### config.mk
export PLATFORM = sky130hd
export DESIGN_NAME = instr_fetch
export DESIGN_NICKNAME = d
export VERILOG_FILES = /design/src/rtl/instr_fetch.sv
export SDC_FILE = /design/constraint.sdc
export NUM_CORES = 1
export LEC_CHECK = 0
export BUFFER_PORTS_ARGS = -buffer_cell sky130_fd_sc_hd__clkbuf_2
export CAP_MARGIN = 20
export CORE_MARGIN = 4
export CORE_UTILIZATION = 55
export DETAILED_ROUTE_END_ITERATION = 12
export PLACE_DENSITY = 0.91
export SKIP_CTS_REPAIR_TIMING = 1
export SYNTH_ARGS = -nofsm -noshare
export SYNTH_HDL_FRONTEND = slang
export SYNTH_SLANG_ARGS = --single-unit
### constraint.sdc
create_clock -name clk -period 4.4 [get_ports clk]
set_input_delay 0.66 -clock clk [delete_from_list [all_inputs] [get_ports clk]]
set_output_delay 0.66 -clock clk [all_outputs]
set_load 0.1 [all_outputs]
### src/rtl/instr_fetch.sv
// Instruction fetch stage: owns the PC, issues one word fetch at a time to
// instruction memory, buffers returned words with their PC in a small FIFO
// and hands them to decode with valid/ready. Redirects flush the buffer and
// turn any outstanding fetch stale so its response is dropped.
// Optional build macro: FETCH_PERF_EN adds perf_fetched / perf_flushed counters.
module instr_fetch #(
    parameter logic [31:0] RESET_PC = 32'h0000_0000,
    parameter int unsigned DEPTH    = 2
) (
    input  logic        clk,
    input  logic        rst_n,
    input  logic        redirect_valid,
    input  logic [31:0] redirect_pc,
    output logic        imem_req,
    output logic [31:0] imem_addr,
    input  logic        imem_rvalid,
    input  logic [31:0] imem_rdata,
    output logic        instr_valid,
    output logic [31:0] instr,
    output logic [31:0] instr_pc,
    input  logic        instr_ready
`ifdef FETCH_PERF_EN
    ,
    output logic [31:0] perf_fetched,
    output logic [31:0] perf_flushed
`endif
);

    localparam int unsigned AW = $clog2(DEPTH);
    localparam int unsigned CW = AW + 1;

    localparam logic [1:0] S_IDLE  = 2'd0;
    localparam logic [1:0] S_WAIT  = 2'd1;
    localparam logic [1:0] S_DRAIN = 2'd2;

    logic [1:0]    r_state;
    logic [31:0]   r_fetch_pc;
    logic [31:0]   r_req_pc;
    logic [AW-1:0] r_rd_ptr;
    logic [AW-1:0] r_wr_ptr;
    logic [CW-1:0] r_count;
    logic [31:0]   r_pc_mem  [DEPTH];
    logic [31:0]   r_ins_mem [DEPTH];

    logic [1:0]    w_state_next;
    logic [31:0]   w_fetch_pc_next;
    logic [CW-1:0] w_count_next;
    logic [31:0]   w_redirect_pc;
    logic          w_push;
    logic          w_pop;
    logic          w_issue;
    logic          w_empty;

    assign w_redirect_pc = redirect_pc & 32'hFFFF_FFFC;
    assign w_empty       = (r_count == '0);

    // Next-state, FIFO push/pop and issue decision
    always_comb begin
        w_state_next    = r_state;
        w_fetch_pc_next = r_fetch_pc;
        w_count_next    = r_count;
        w_push          = 1'b0;
        w_pop           = 1'b0;
        w_issue         = 1'b0;

        w_push = (r_state == S_WAIT) && imem_rvalid && !redirect_valid;
        w_pop  = !w_empty && instr_ready && !redirect_valid;

        if (redirect_valid) begin
            w_count_next = '0;
        end else begin
            w_count_next = r_count + CW'(w_push) - CW'(w_pop);
        end

        // Issue only when nothing stays outstanding and the reply is sure to fit
        w_issue = rst_n && !redirect_valid &&
                  ((r_state == S_IDLE) || ((r_state == S_WAIT) && imem_rvalid)) &&
                  (w_count_next < CW'(DEPTH));

        case (r_state)
            S_IDLE: begin
                if (w_issue) begin
                    w_state_next = S_WAIT;
                end
            end
            S_WAIT: begin
                if (redirect_valid) begin
                    w_state_next = imem_rvalid ? S_IDLE : S_DRAIN;
                end else if (imem_rvalid) begin
                    w_state_next = w_issue ? S_WAIT : S_IDLE;
                end
            end
            S_DRAIN: begin
                if (imem_rvalid) begin
                    w_state_next = S_IDLE;
                end
            end
            default: w_state_next = S_IDLE;
        endcase

        if (redirect_valid) begin
            w_fetch_pc_next = w_redirect_pc;
        end else if (w_issue) begin
            w_fetch_pc_next = r_fetch_pc + 32'd4;
        end
    end

    // Control state: FSM, PCs, FIFO pointers and occupancy
    always_ff @(posedge clk or negedge rst_n) begin
        if (!rst_n) begin
            r_state    <= S_IDLE;
            r_fetch_pc <= RESET_PC;
            r_req_pc   <= '0;
            r_rd_ptr   <= '0;
            r_wr_ptr   <= '0;
            r_count    <= '0;
        end else begin
            r_state    <= w_state_next;
            r_fetch_pc <= w_fetch_pc_next;
            r_count    <= w_count_next;
            if (w_issue) begin
                r_req_pc <= r_fetch_pc;
            end
            if (redirect_valid) begin
                r_rd_ptr <= '0;
                r_wr_ptr <= '0;
            end else begin
                if (w_push) begin
                    r_wr_ptr <= r_wr_ptr + AW'(1);
                end
                if (w_pop) begin
                    r_rd_ptr <= r_rd_ptr + AW'(1);
                end
            end
        end
    end

    // Buffer storage; contents are only visible while the entry is counted
    always_ff @(posedge clk) begin
        if (w_push) begin
            r_pc_mem[r_wr_ptr]  <= r_req_pc;
            r_ins_mem[r_wr_ptr] <= imem_rdata;
        end
    end

    assign imem_req    = w_issue;
    assign imem_addr   = w_issue ? r_fetch_pc : 32'h0;
    assign instr_valid = !w_empty;
    assign instr       = w_empty ? 32'h0 : r_ins_mem[r_rd_ptr];
    assign instr_pc    = w_empty ? 32'h0 : r_pc_mem[r_rd_ptr];

`ifdef FETCH_PERF_EN
    // Fetch/flush statistics; a redirect charges buffered entries plus a live fetch
    always_ff @(posedge clk or negedge rst_n) begin
        if (!rst_n) begin
            perf_fetched <= '0;
            perf_flushed <= '0;
        end else begin
            if (w_push) begin
                perf_fetched <= perf_fetched + 32'd1;
            end
            if (redirect_valid) begin
                perf_flushed <= perf_flushed + 32'(r_count) + 32'(r_state == S_WAIT);
            end
        end
    end
`endif

endmodule

# ---- Word-level counts from Yosys, hierarchy flattened
# Memories as Yosys holds them, arrays and structs flattened.
# Index checks and enable logic that the tools add are counted.
dict set report totals {
  register_bits 70
  ramBits 128
  input_bits 69
  out_inout_bits 98
  elab_cells 54
  mem_count 2
}
dict set report op_classes {
  add_sub_neg 5
  n_lt_le_gt_ge 1
  n_eq_ne 5
  mux 19
  reduce_logical 16
}
# memory words width rd rd_clocked_by_memory_dff wr line
set memory_table {}
lappend memory_table {r_ins_mem 2 32 1 0 1 43} ;# logic [31:0] r_ins_mem [DEPTH];
lappend memory_table {r_pc_mem 2 32 1 0 1 42} ;# logic [31:0] r_pc_mem [DEPTH];
# operator count
set ops {}
lappend ops {{32-bit 2-to-1 mux} 5}
lappend ops {{32-bit by 3-bit adder with 32-bit output, second input constant} 1}
lappend ops {{2-bit 2-to-1 mux} 6}
lappend ops {{1-bit logical AND} 7}
lappend ops {{1-bit 2-to-1 mux} 7}
lappend ops {{2-bit one-hot mux with 3 select lines} 1}
lappend ops {{2-bit nonzero test} 3}
lappend ops {{2-bit zero test} 2}
lappend ops {{2-bit inequality test, second input constant} 2}
lappend ops {{3-bit inequality test, second input constant} 1}
lappend ops {{3-bit AND reduction} 1}
lappend ops {{1-bit adder, second input constant} 2}
lappend ops {{2-bit by 1-bit adder with 2-bit output} 1}
lappend ops {{2-bit by 1-bit equality test with 1-bit output, second input constant} 1}
lappend ops {{2-bit equality test, second input constant} 1}
lappend ops {{1-bit zero test} 2}
lappend ops {{2-bit < comparator, second input constant} 1}
lappend ops {{2-bit by 1-bit subtractor with 2-bit output} 1}
lappend ops {{1-bit logical OR} 1}

# ---- Logic depth before layout (Yosys ltp)
# Gate-level depths: netlist of run 1.
dict set report logic_depth {
  depth_word 12
  ltp_mapped 13
  mapped_depth_nobuf 12
}

# ---- Worst setup path after synthesis of run 1
# OpenSTA, ideal clock, no wires.
dict set report synth_path {
  path_kind {input -> output}
  startpoint {input port redirect_valid}
  endpoint {output port imem_addr[10]}
  arrival_time_ps 4714
  required_time_ps 3740
  path_slack_ps -974
  cell_stages 11
  path_buffers 4
  path_cell_list {clkbuf_1 -> clkbuf_1 -> buf_1 -> nor2_1 -> ha_1 -> inv_1 -> ha_1 -> xnor3_2 -> nand3_1 -> buf_2 -> nor3_1}
}
dict set report synth_between {
  elab_chain_len 8
  elab_cells_between_ends 11
  classes_between {2 x add/sub; 1 x order compare; 2 x mux; 6 x reduce/logical}
}
# element line
set synth_lines {}
lappend synth_lines {{start: declaration} 12} ;# input logic redirect_valid,
lappend synth_lines {{1-bit zero test} {66, 67, 76}}
lappend synth_lines {{1-bit logical AND} 66} ;# w_push = (r_state == S_WAIT) && imem_rvalid && !redirect_valid;
lappend synth_lines {{2-bit by 1-bit adder with 2-bit output} 72} ;# w_count_next = r_count + CW'(w_push) - CW'(w_pop);
lappend synth_lines {{2-bit by 1-bit subtractor with 2-bit output} 72}
lappend synth_lines {{2-bit 2-to-1 mux} 69} ;# if (redirect_valid) begin
lappend synth_lines {{2-bit < comparator} 78} ;# (w_count_next < CW'(DEPTH));
lappend synth_lines {{1-bit logical AND (*)} 77} ;# ((r_state == S_IDLE) || ((r_state == S_WAIT) && imem_rvalid)) &&
lappend synth_lines {{32-bit 2-to-1 mux (*)} 147} ;# assign imem_addr = w_issue ? r_fetch_pc : 32'h0;
lappend synth_lines {{end: declaration} 15} ;# output logic [31:0] imem_addr,
# Mark *: on every way between the ends. The rest lies on a longest branch, timed or not.

# ---- Worst setup path in the final report of run 1
dict set report layout_path {
  startpoint {register r_state[1]}
  endpoint {output port imem_addr[17]}
}
dict set report layout_between {
  elab_chain_len 9
  elab_cells_between_ends 12
  classes_between {2 x add/sub; 1 x order compare; 1 x eq/ne; 2 x mux; 6 x reduce/logical}
}
# element line
set layout_lines {}
lappend layout_lines {{start: declaration} 36} ;# logic [1:0] r_state;
lappend layout_lines {{start signal: assignment} 118} ;# r_state <= w_state_next;
lappend layout_lines {{2-bit by 1-bit equality test with 1-bit output} {66, 77}}
lappend layout_lines {{1-bit logical AND} {66, 77}}
lappend layout_lines {{1-bit logical AND} 66}
lappend layout_lines {{2-bit by 1-bit adder with 2-bit output} 72}
lappend layout_lines {{2-bit by 1-bit subtractor with 2-bit output} 72}
lappend layout_lines {{2-bit 2-to-1 mux} 69}
lappend layout_lines {{2-bit < comparator} 78}
lappend layout_lines {{1-bit logical AND (*)} 77}
lappend layout_lines {{32-bit 2-to-1 mux (*)} 147}
# Marked as above.

==> impl_metrics.tcl, run 1 <==
set metrics [dict create \
    final-hold-violation-count 0 \
    slew_violations 0 \
    synthFlopType "edfxtp_1" \
    timing.rr.start "r_state[1]" \
    fin_crit_sh 0.944 \
    ctsRootBufferMaster "clkbuf_16" \
    die_area_mm2 0.0167 \
    synth_area_leader_cell "edfxtp_1" \
    peakVddDrop_mv 0.260 \
    drcViolationCount 0 \
    worstSkewPairLatency_ps 430 \
    maxCapViolCount 0 \
    fin_skew_ps 11.9 \
    antenna_found_initial 1 \
    hp-class "in -> reg" \
    diodes 0 \
    worst_slack_ps 246 \
    hp-start "imem_rdata[18]" \
    initial_core_util 0.559 \
    setup_viol 0 \
    ys_seq_elements 190 \
    timing.final.crit_period_ps 4150 \
    vias 5077 \
    layout-drive-gt1-share 0.351 \
    max_slew_margin 0.251 \
    cts_tree "built" \
    clockBufferDepth 2 \
    worstPathRequired_ps 3740 \
    die_width_um 129 \
    globalplace.congestion 0.775 \
    grt_pass1_wl_um 26700 \
    yosys-top-cells-area "edfxtp_1 (46%), dfrtp_1 (20%), mux2i_1 (7.8%)" \
    r2r_slack_ps 1000 \
    synth_top_area_frac 0.460 \
    r2r_cells 11 \
    fin_area_mm2 0.0102 \
    pre_cts_ws_ps 525 \
    use_met3 0.0598 \
    fmax_mhz 241 \
    grt_use_met1 0.247 \
    routedWlPerCell_um 17.9 \
    synth_most_common_cell "edfxtp_1" \
    overflow 0 \
    leakage_nw 3.93 \
    multiInputGateArea_mm2 0.00261 \
    tns_ps 0 \
    synthArstFlopShare 0.347 \
    postRouteAntennaNets 0 \
    core_mm2 0.0145 \
    power_density_mw_per_mm2 460 \
    critical_path_class "reg -> out" \
    htree_levels 4 \
    worst-path-max-fanout 37 \
    crit_path_end_kind "primary output" \
    rr_endpoint "r_fetch_pc[28]" \
    arrival_ps 3490 \
    drt_iter0_drc 266 \
    synth_edf_count 124 \
    min_to "r_ins_mem[0][18]" \
    synthCells 595 \
    yosysSeqAreaShare 0.664 \
    yosys-top-cells-count "edfxtp_1 (124), nor2_1 (79), dfrtp_1 (66), mux2i_1 (63), nand2_1 (35)" \
    row_count 44 \
    power_mw 4.70 \
    vias_per_cell 5.38 \
    top_usage_layer "met2" \
    path_clk_slew_ps 70 \
    io_pins 167 \
    placed_area_mm2 0.00960 \
    nFillCells 984 \
    cts_sinks 190 \
    rsz0062_at_grt "no" \
    grt_use_total 0.209 \
    cp-start-kind "flip-flop" \
    grt_max_degree 70 \
    grtUsageMet2 0.369 \
    holdPathStages 1 \
    dp_hpwl_um 11200 \
    numCtsBuffers 17 \
    seqCellArea_mm2 0.00538 \
    portBuffers 160 \
    yosysWarnings 0 \
    routed_wl_um 16900 \
    area_delta_synth_final_pct 26.3 \
    nets 819 \
    die_h_um 129 \
    status "finished clean" \
    tightestPinTransition_ps 1120 \
    yosysUniqueCellTypes 36 \
    firstDrtPassIters 4 \
    syn_area_mm2 0.00809 \
    grt_pass1_vias 5264 \
    synth_area_per_cell_um2 13.6 \
]
==> worst max-delay path by stage <==
| stage | slack, ps | start | end |
|---|---|---|---|
| after floorplan | -220 | redirect_valid | imem_addr[10] |
| after CTS | 220 | r_state[1] | imem_addr[11] |
| after global routing | 9 | r_state[0] | imem_addr[12] |
| final | 250 | r_state[1] | imem_addr[17] |
| after detailed placement | 520 | imem_rvalid | imem_addr[11] |
| after global placement | 590 | imem_rvalid | imem_addr[14] |
==> final cells by class <==
type,instances,share of cell area
multi-input cells,361,0.255
flip-flops and latches,190,0.526
well taps,184,0.0225
inverters,9,0.00331
repair buffers,168,0.132
clock buffers,18,0.0420
clock inverters,14,0.0182
==> per-stage QoR <==
| stage | hold slack, ps | cells | utilization |
|---|---|---|---|
| global placement | 441 | 912 | 0.663 |
| finish | 417 | 944 | 0.706 |
| detailed placement | 455 | 912 | 0.663 |
| global route | 398 | 944 | 0.706 |
| CTS | 403 | 944 | 0.706 |
| floorplan | 364 | 598 | - |
==> critical path: stages (launching register included) <==
cell and delay (ps):
dfrtp_1 400, nor2b_1 190, nand2_1 100, or2_2 350
ha_1 310, inv_1 40, ha_1 180, xnor3_2 370
nand3_1 170, nor2_4 120, buf_4 370, and2_2 250
buf_12 170
==> cell families (layout without fill, tap and decap cells) <==
family                     after synthesis  count (layout)  share of synthesized area
DFF                                    190             190                      0.664
and+or+nand+nor                        197             197                      0.125
adders and majority gates                3               3                    0.00464
other                                    1               4                   0.000463
buffers and inverters                   47             209                     0.0271
xor gates and xnor gates                31              31                     0.0354
muxes                                   96              96                      0.124
AOI/OAI and AO/OA                       30              30                     0.0192
==> state kept, by name (all words and copies together), names as in the netlist <==
register    flops
r_req_pc       30
r_count         2
r_ins_mem      64
r_wr_ptr        1
r_rd_ptr        1
r_state         2
r_fetch_pc     30
r_pc_mem       60
==> where the power goes <==
| part | total [mW] | internal [mW] | switching, mW |
|---|---|---|---|
| Combinational | 0.907 | 0.263 | 0.644 |
| Sequential | 2.21 | 2.08 | 0.130 |
| Clock | 1.58 | 0.905 | 0.672 |
==> placed cells by master, fill, tap and decap left out, types with 2 or more instances in the layout <==
cell,count
clkbuf_2,128
edfxtp_1,124
nor2_1,75
dfrtp_1,65
mux2i_1,63
nand2_1,35
buf_12,33
xnor2_1,26
o21ai_1,19
mux2_2,19
clkbuf_16,17
and2_2,16
mux2_1,14
nor3_1,10
inv_1,9
nand3_1,9
and2_4,9
nor4_2,8
o21ai_0,7
buf_4,6
nor3_2,5
nand4_1,5
nor2_4,4
nor2b_1,4
and4_1,4
and3_1,4
xor2_1,4
conb_1,4
nand2b_1,3
ha_1,3
clkinv_4,3
inv_6,3
clkinvlp_4,3
bufinv_16,3
a21oi_1,2
nor4b_2,2
==> metal layers <==
layer / part of all wire / routed length, um / up-vias
met3: 0.076 / 1280 / 12
met5: 0.00077 / 13 / -
met4: 0.0087 / 148 / 2
li1: - / - / 2401
met2: 0.52 / 8730 / 172
met1: 0.40 / 6750 / 2490
Power figures use the tool's default switching activity.
==> run 2: changes to the inputs <==
Settings changed: CORE_UTILIZATION 55 to 40, PLACE_DENSITY 0.91 to 0.72.
==> impl_metrics.tcl, run 2 (synthesis results as in run 1) <==
set metrics [dict create \
    arrival_ps 3410 \
    maxCapViolCount 0 \
    switching_power_mw 1.43 \
    portBuffers 160 \
    hp-class "in -> reg" \
    fin_area_mm2 0.0103 \
    nets 820 \
    top_regs "r_ins_mem (64), r_pc_mem (60)" \
    routedWlPerCell_um 16.5 \
    status "finished clean" \
    power_mw 4.68 \
    critical_path_class "reg -> out" \
    postRouteAntennaNets 0 \
    core_mm2 0.0197 \
    grt_use_total 0.154 \
    final_common_cell "clkbuf_2" \
    fin_skew_ps 8.01 \
    peakVddDrop_mv 0.266 \
    grt_pass1_wl_um 26900 \
    vias_per_cell 4.90 \
    leakage_nw 3.94 \
    pre_cts_ws_ps 606 \
    layout-drive-gt1-share 0.352 \
    row_count 51 \
    worstPathRequired_ps 3740 \
    worst-path-max-fanout 31 \
    cts_sinks 190 \
    setup_viol 0 \
    tightestPinTransition_ps 1010 \
    routed_wl_um 16900 \
    clockBufferDepth 2 \
    io_pins 167 \
    crit_start "r_state[1]" \
    comb_power_share 0.197 \
    rsz0062_at_grt "no" \
    rr_endpoint "r_fetch_pc[28]" \
    grt_pass1_vias 5039 \
    path_clk_slew_ps 70 \
    drcViolationCount 0 \
    cp-start-kind "flip-flop" \
    area_delta_synth_final_pct 27.8 \
    cts_tree "built" \
    vias 5027 \
    timing.final.crit_period_ps 4070 \
    worst_slack_ps 332 \
    r2r_slack_ps 970 \
    hp-start "imem_rdata[4]" \
    largest_reg_flops 64 \
    cp-endpoint "imem_addr[5]" \
    final-hold-violation-count 0 \
    htree_levels 4 \
    die_area_mm2 0.0226 \
    dp_hpwl_um 11300 \
    firstDrtPassIters 4 \
    fmax_mhz 246 \
    r2r_cells 11 \
    fin_crit_sh 0.924 \
    p_int_mw 3.25 \
    power_density_mw_per_mm2 452 \
    numCtsBuffers 17 \
    globalplace.congestion 0.768 \
    overflow 0 \
    slew_violations 0 \
    ctsRootBufferMaster "clkbuf_16" \
    pwr-share-seq 0.469 \
    diodes 0 \
    timing.rr.start "r_state[1]" \
    placed_area_mm2 0.00971 \
    max_slew_margin 0.327 \
    drt_iter0_drc 366 \
    die_width_um 150 \
    initial_core_util 0.412 \
    layout_common_cells "clkbuf_2 (128), edfxtp_1 (124), nor2_1 (75)" \
    die_h_um 150 \
    worstSkewPairLatency_ps 420 \
    top_register "r_ins_mem" \
    crit_path_end_kind "primary output" \
    swShare 0.305 \
    pwr-share-clk 0.334 \
    grt_max_degree 70 \
    antenna_found_initial 1 \
]
run 2: layout make-up:
class,count,area (um^2)
Clock buffer,17,425
Clock inverter,15,185
Fill cell,1670,9310
Inverter,9,33.8
Multi-Input combinational cell,361,2610
Sequential cell,190,5380
Tap cell,265,332
Timing Repair Buffer,169,1380
run 2: worst min path at each step:
stage / endpoint / slack (ps) / cells after the start
finish: r_ins_mem[0][4] / 430 / 1
global route: r_ins_mem[0][8] / 400 / 1
CTS: r_ins_mem[0][8] / 400 / 1
detailed placement: r_pc_mem[0][27] / 450 / 0
global placement: r_pc_mem[1][27] / 440 / 0
floorplan: r_count[0] / 360 / 0
run 2: critical path, stage by stage (launching register included):
cell     delay, ps
dfrtp_1        400
nor2b_1        190
nand2_1        110
or2_2          350
ha_1           290
inv_1           40
ha_1           180
xnor3_2        370
nand3_1        150
nor2_4         110
buf_4          360
and2_2         250
buf_12         170
run 2: stage by stage:
stage                util  instances  TNS (ps)  hold slack, ps
floorplan               -        598     -1120             364
finish              0.526       1026         0             432
CTS                 0.525       1025         0             404
global route        0.526       1026         0             401
global placement    0.494        993         0             441
detailed placement  0.494        993         0             447
run 2: power groups by stage:
stage                     clock [mW]  combinational (mW)  sequential [mW]
final                           1.56               0.922             2.19
after detailed placement           0               0.912             2.25
after CTS                       1.61               0.914             2.21
after global placement             0               0.900             2.24
after floorplan                    0               0.719             2.19
after global routing            1.69               0.976             2.22
run 2: metal layers:
metal  GRT usage  up-vias  routed length, um
met4      0.0416        2                161
met2       0.256      143               8070
met3      0.0491       15               1270
met1       0.195     2464               7400
met5           0        -                 20
li1            -     2403                  -
==> run 3: changes to the inputs <==
Settings changed: CORE_MARGIN 4 to unset, CORE_UTILIZATION 40 to 42, CTS_BUF_LIST set to sky130_fd_sc_hd__clkbuf_8, PLACE_DENSITY 0.72 to 0.75.
==> impl_metrics.tcl, run 3 (synthesis results as in run 1) <==
set metrics [dict create \
    rsz0062_at_grt "no" \
    p_int_mw 2.81 \
    power_density_mw_per_mm2 420 \
    vias 5059 \
    hp-class "in -> reg" \
    htree_levels 4 \
    top_regs "r_ins_mem (64), r_pc_mem (60)" \
    max_slew_margin 0.427 \
    comb_power_share 0.217 \
    antenna_found_initial 1 \
    path_clk_slew_ps 110 \
    maxCapViolCount 0 \
    postLayoutCoreUtil 0.537 \
    largest_reg_flops 64 \
    ctsRootBufferMaster "clkbuf_8" \
    drcViolationCount 0 \
    overflow 0 \
    crit_buf_inv 3 \
    die_width_um 141 \
    nets 822 \
    vias_per_cell 5.07 \
    drt_iter0_drc 228 \
    die_area_mm2 0.0198 \
    io_pins 167 \
    initial_core_util 0.431 \
    routed_wl_um 16800 \
    crit_path_end_kind "primary output" \
    layout_common_cells "clkbuf_2 (128), edfxtp_1 (124), nor2_1 (75)" \
    worstPathRequired_ps 3740 \
    cts_tree "built" \
    row_count 50 \
    status "finished clean" \
    arrival_ps 3450 \
    timing.final.crit_period_ps 4110 \
    switching_power_mw 1.42 \
    slew_violations 0 \
    pwr-share-seq 0.521 \
    firstDrtPassIters 5 \
    fin_skew_ps 16.1 \
    critical_path_class "reg -> out" \
    grt_pass1_wl_um 26500 \
    worst-path-max-fanout 21 \
    final-hold-violation-count 0 \
    clockBufferDepth 2 \
    grt_pass1_vias 5113 \
    slowest_stage "dfrtp_1" \
    cp_slowest_stage_delay_ps 410 \
    layout-drive-gt1-share 0.354 \
    numCtsBuffers 17 \
    peakVddDrop_mv 0.179 \
    fin_crit_sh 0.935 \
    cp_common_cell "ha_1" \
    timing.hold.ws_ps 377 \
    grt_use_met1 0.218 \
    placedCellCount 965 \
    cp-start-kind "flip-flop" \
    grtUsageMet2 0.296 \
    dp_hpwl_um 11100 \
    crit_family "simple AND/OR/NAND/NOR gates" \
    leakage_nw 3.84 \
    portBuffers 160 \
    core_mm2 0.0188 \
    final_common_cell "clkbuf_2" \
    die_h_um 141 \
    worstSkewPairLatency_ps 460 \
    fmax_mhz 243 \
    grt_use_total 0.175 \
    grt_max_degree 70 \
    top_usage_layer "met2" \
    swShare 0.335 \
    cp_cell_sequence "nor2b_1 > nand2_1 > or2_2 > ha_1 > inv_1 > ha_1 > xnor3_2 > nand3_1 > nor2_4 > buf_4 > and2_4 > buf_12" \
    final_cells 998 \
    pwr-share-clk 0.263 \
    tightestPinTransition_ps 858 \
    cts_sinks 190 \
    routedWlPerCell_um 16.8 \
    globalplace.congestion 0.754 \
    use_met3 0.0516 \
    top_register "r_ins_mem" \
    area_delta_synth_final_pct 24.6 \
    postRouteAntennaNets 0 \
    setup_viol 0 \
]
==> run 3: cell count changes in the layout (fill, tap and decap cells not counted), sizes merged <==
| cell | delta |
|---|---|
| clkinvlp | +1 |
| diode | +1 |
| bufinv | -2 |
| inv | +1 |
| buf | +2 |
==> run 3: area by class of cell <==
class	count	area, um^2
fill	1576	8690
sequential	190	5380
multi-input combinational	361	2610
timing repair buffer	171	1370
tap	234	293
clock buffer	17	234
clock inverter	15	159
inverter	9	33.8
antenna	1	2.50
==> run 3: power groups by stage <==
| stage | clock, mW | sequential, mW | combinational, mW |
|---|---|---|---|
| 2_1_floorplan | 0 | 2.19 | 0.719 |
| 3_3_place_gp | 0 | 2.23 | 0.910 |
| 3_5_place_dp | 0 | 2.24 | 0.924 |
| 4_1_cts | 1.15 | 2.20 | 0.926 |
| 5_1_grt | 1.22 | 2.22 | 0.968 |
| 6_report | 1.11 | 2.20 | 0.917 |
==> run 3: through the flow <==
stage	power, mW	area (um^2)	setup WS [ps]	setup TNS [ps]
detailed placement	3.17	9690	620	0
floorplan	2.91	8170	-224	-1120
global placement	3.14	9690	710	0
global route	4.41	10100	12.7	0
CTS	4.27	10100	249	0
finish	4.23	10100	288	0
==> run 3: worst paths after layout <==
kind	from	endpoint	slack (ps)	cells after the start
worst max register to register	r_state[1]	r_fetch_pc[28]	960	11
worst max-delay path	r_state[1]	imem_addr[24]	290	12
max in group asynchronous	rst_n	r_rd_ptr	3320	2
min in group asynchronous	rst_n	r_fetch_pc[14]	450	2
worst min-delay path	imem_rdata[17]	r_ins_mem[1][17]	380	1
worst min register to register	r_req_pc[3]	r_pc_mem[0][3]	470	0
==> run 3: layer usage <==
layer	part of all wire	vias up	wire (um)
li1	-	2405	-
met1	0.44	2485	7400
met2	0.49	154	8170
met3	0.062	15	1040
met4	0.011	0	178
met5	0	-	0
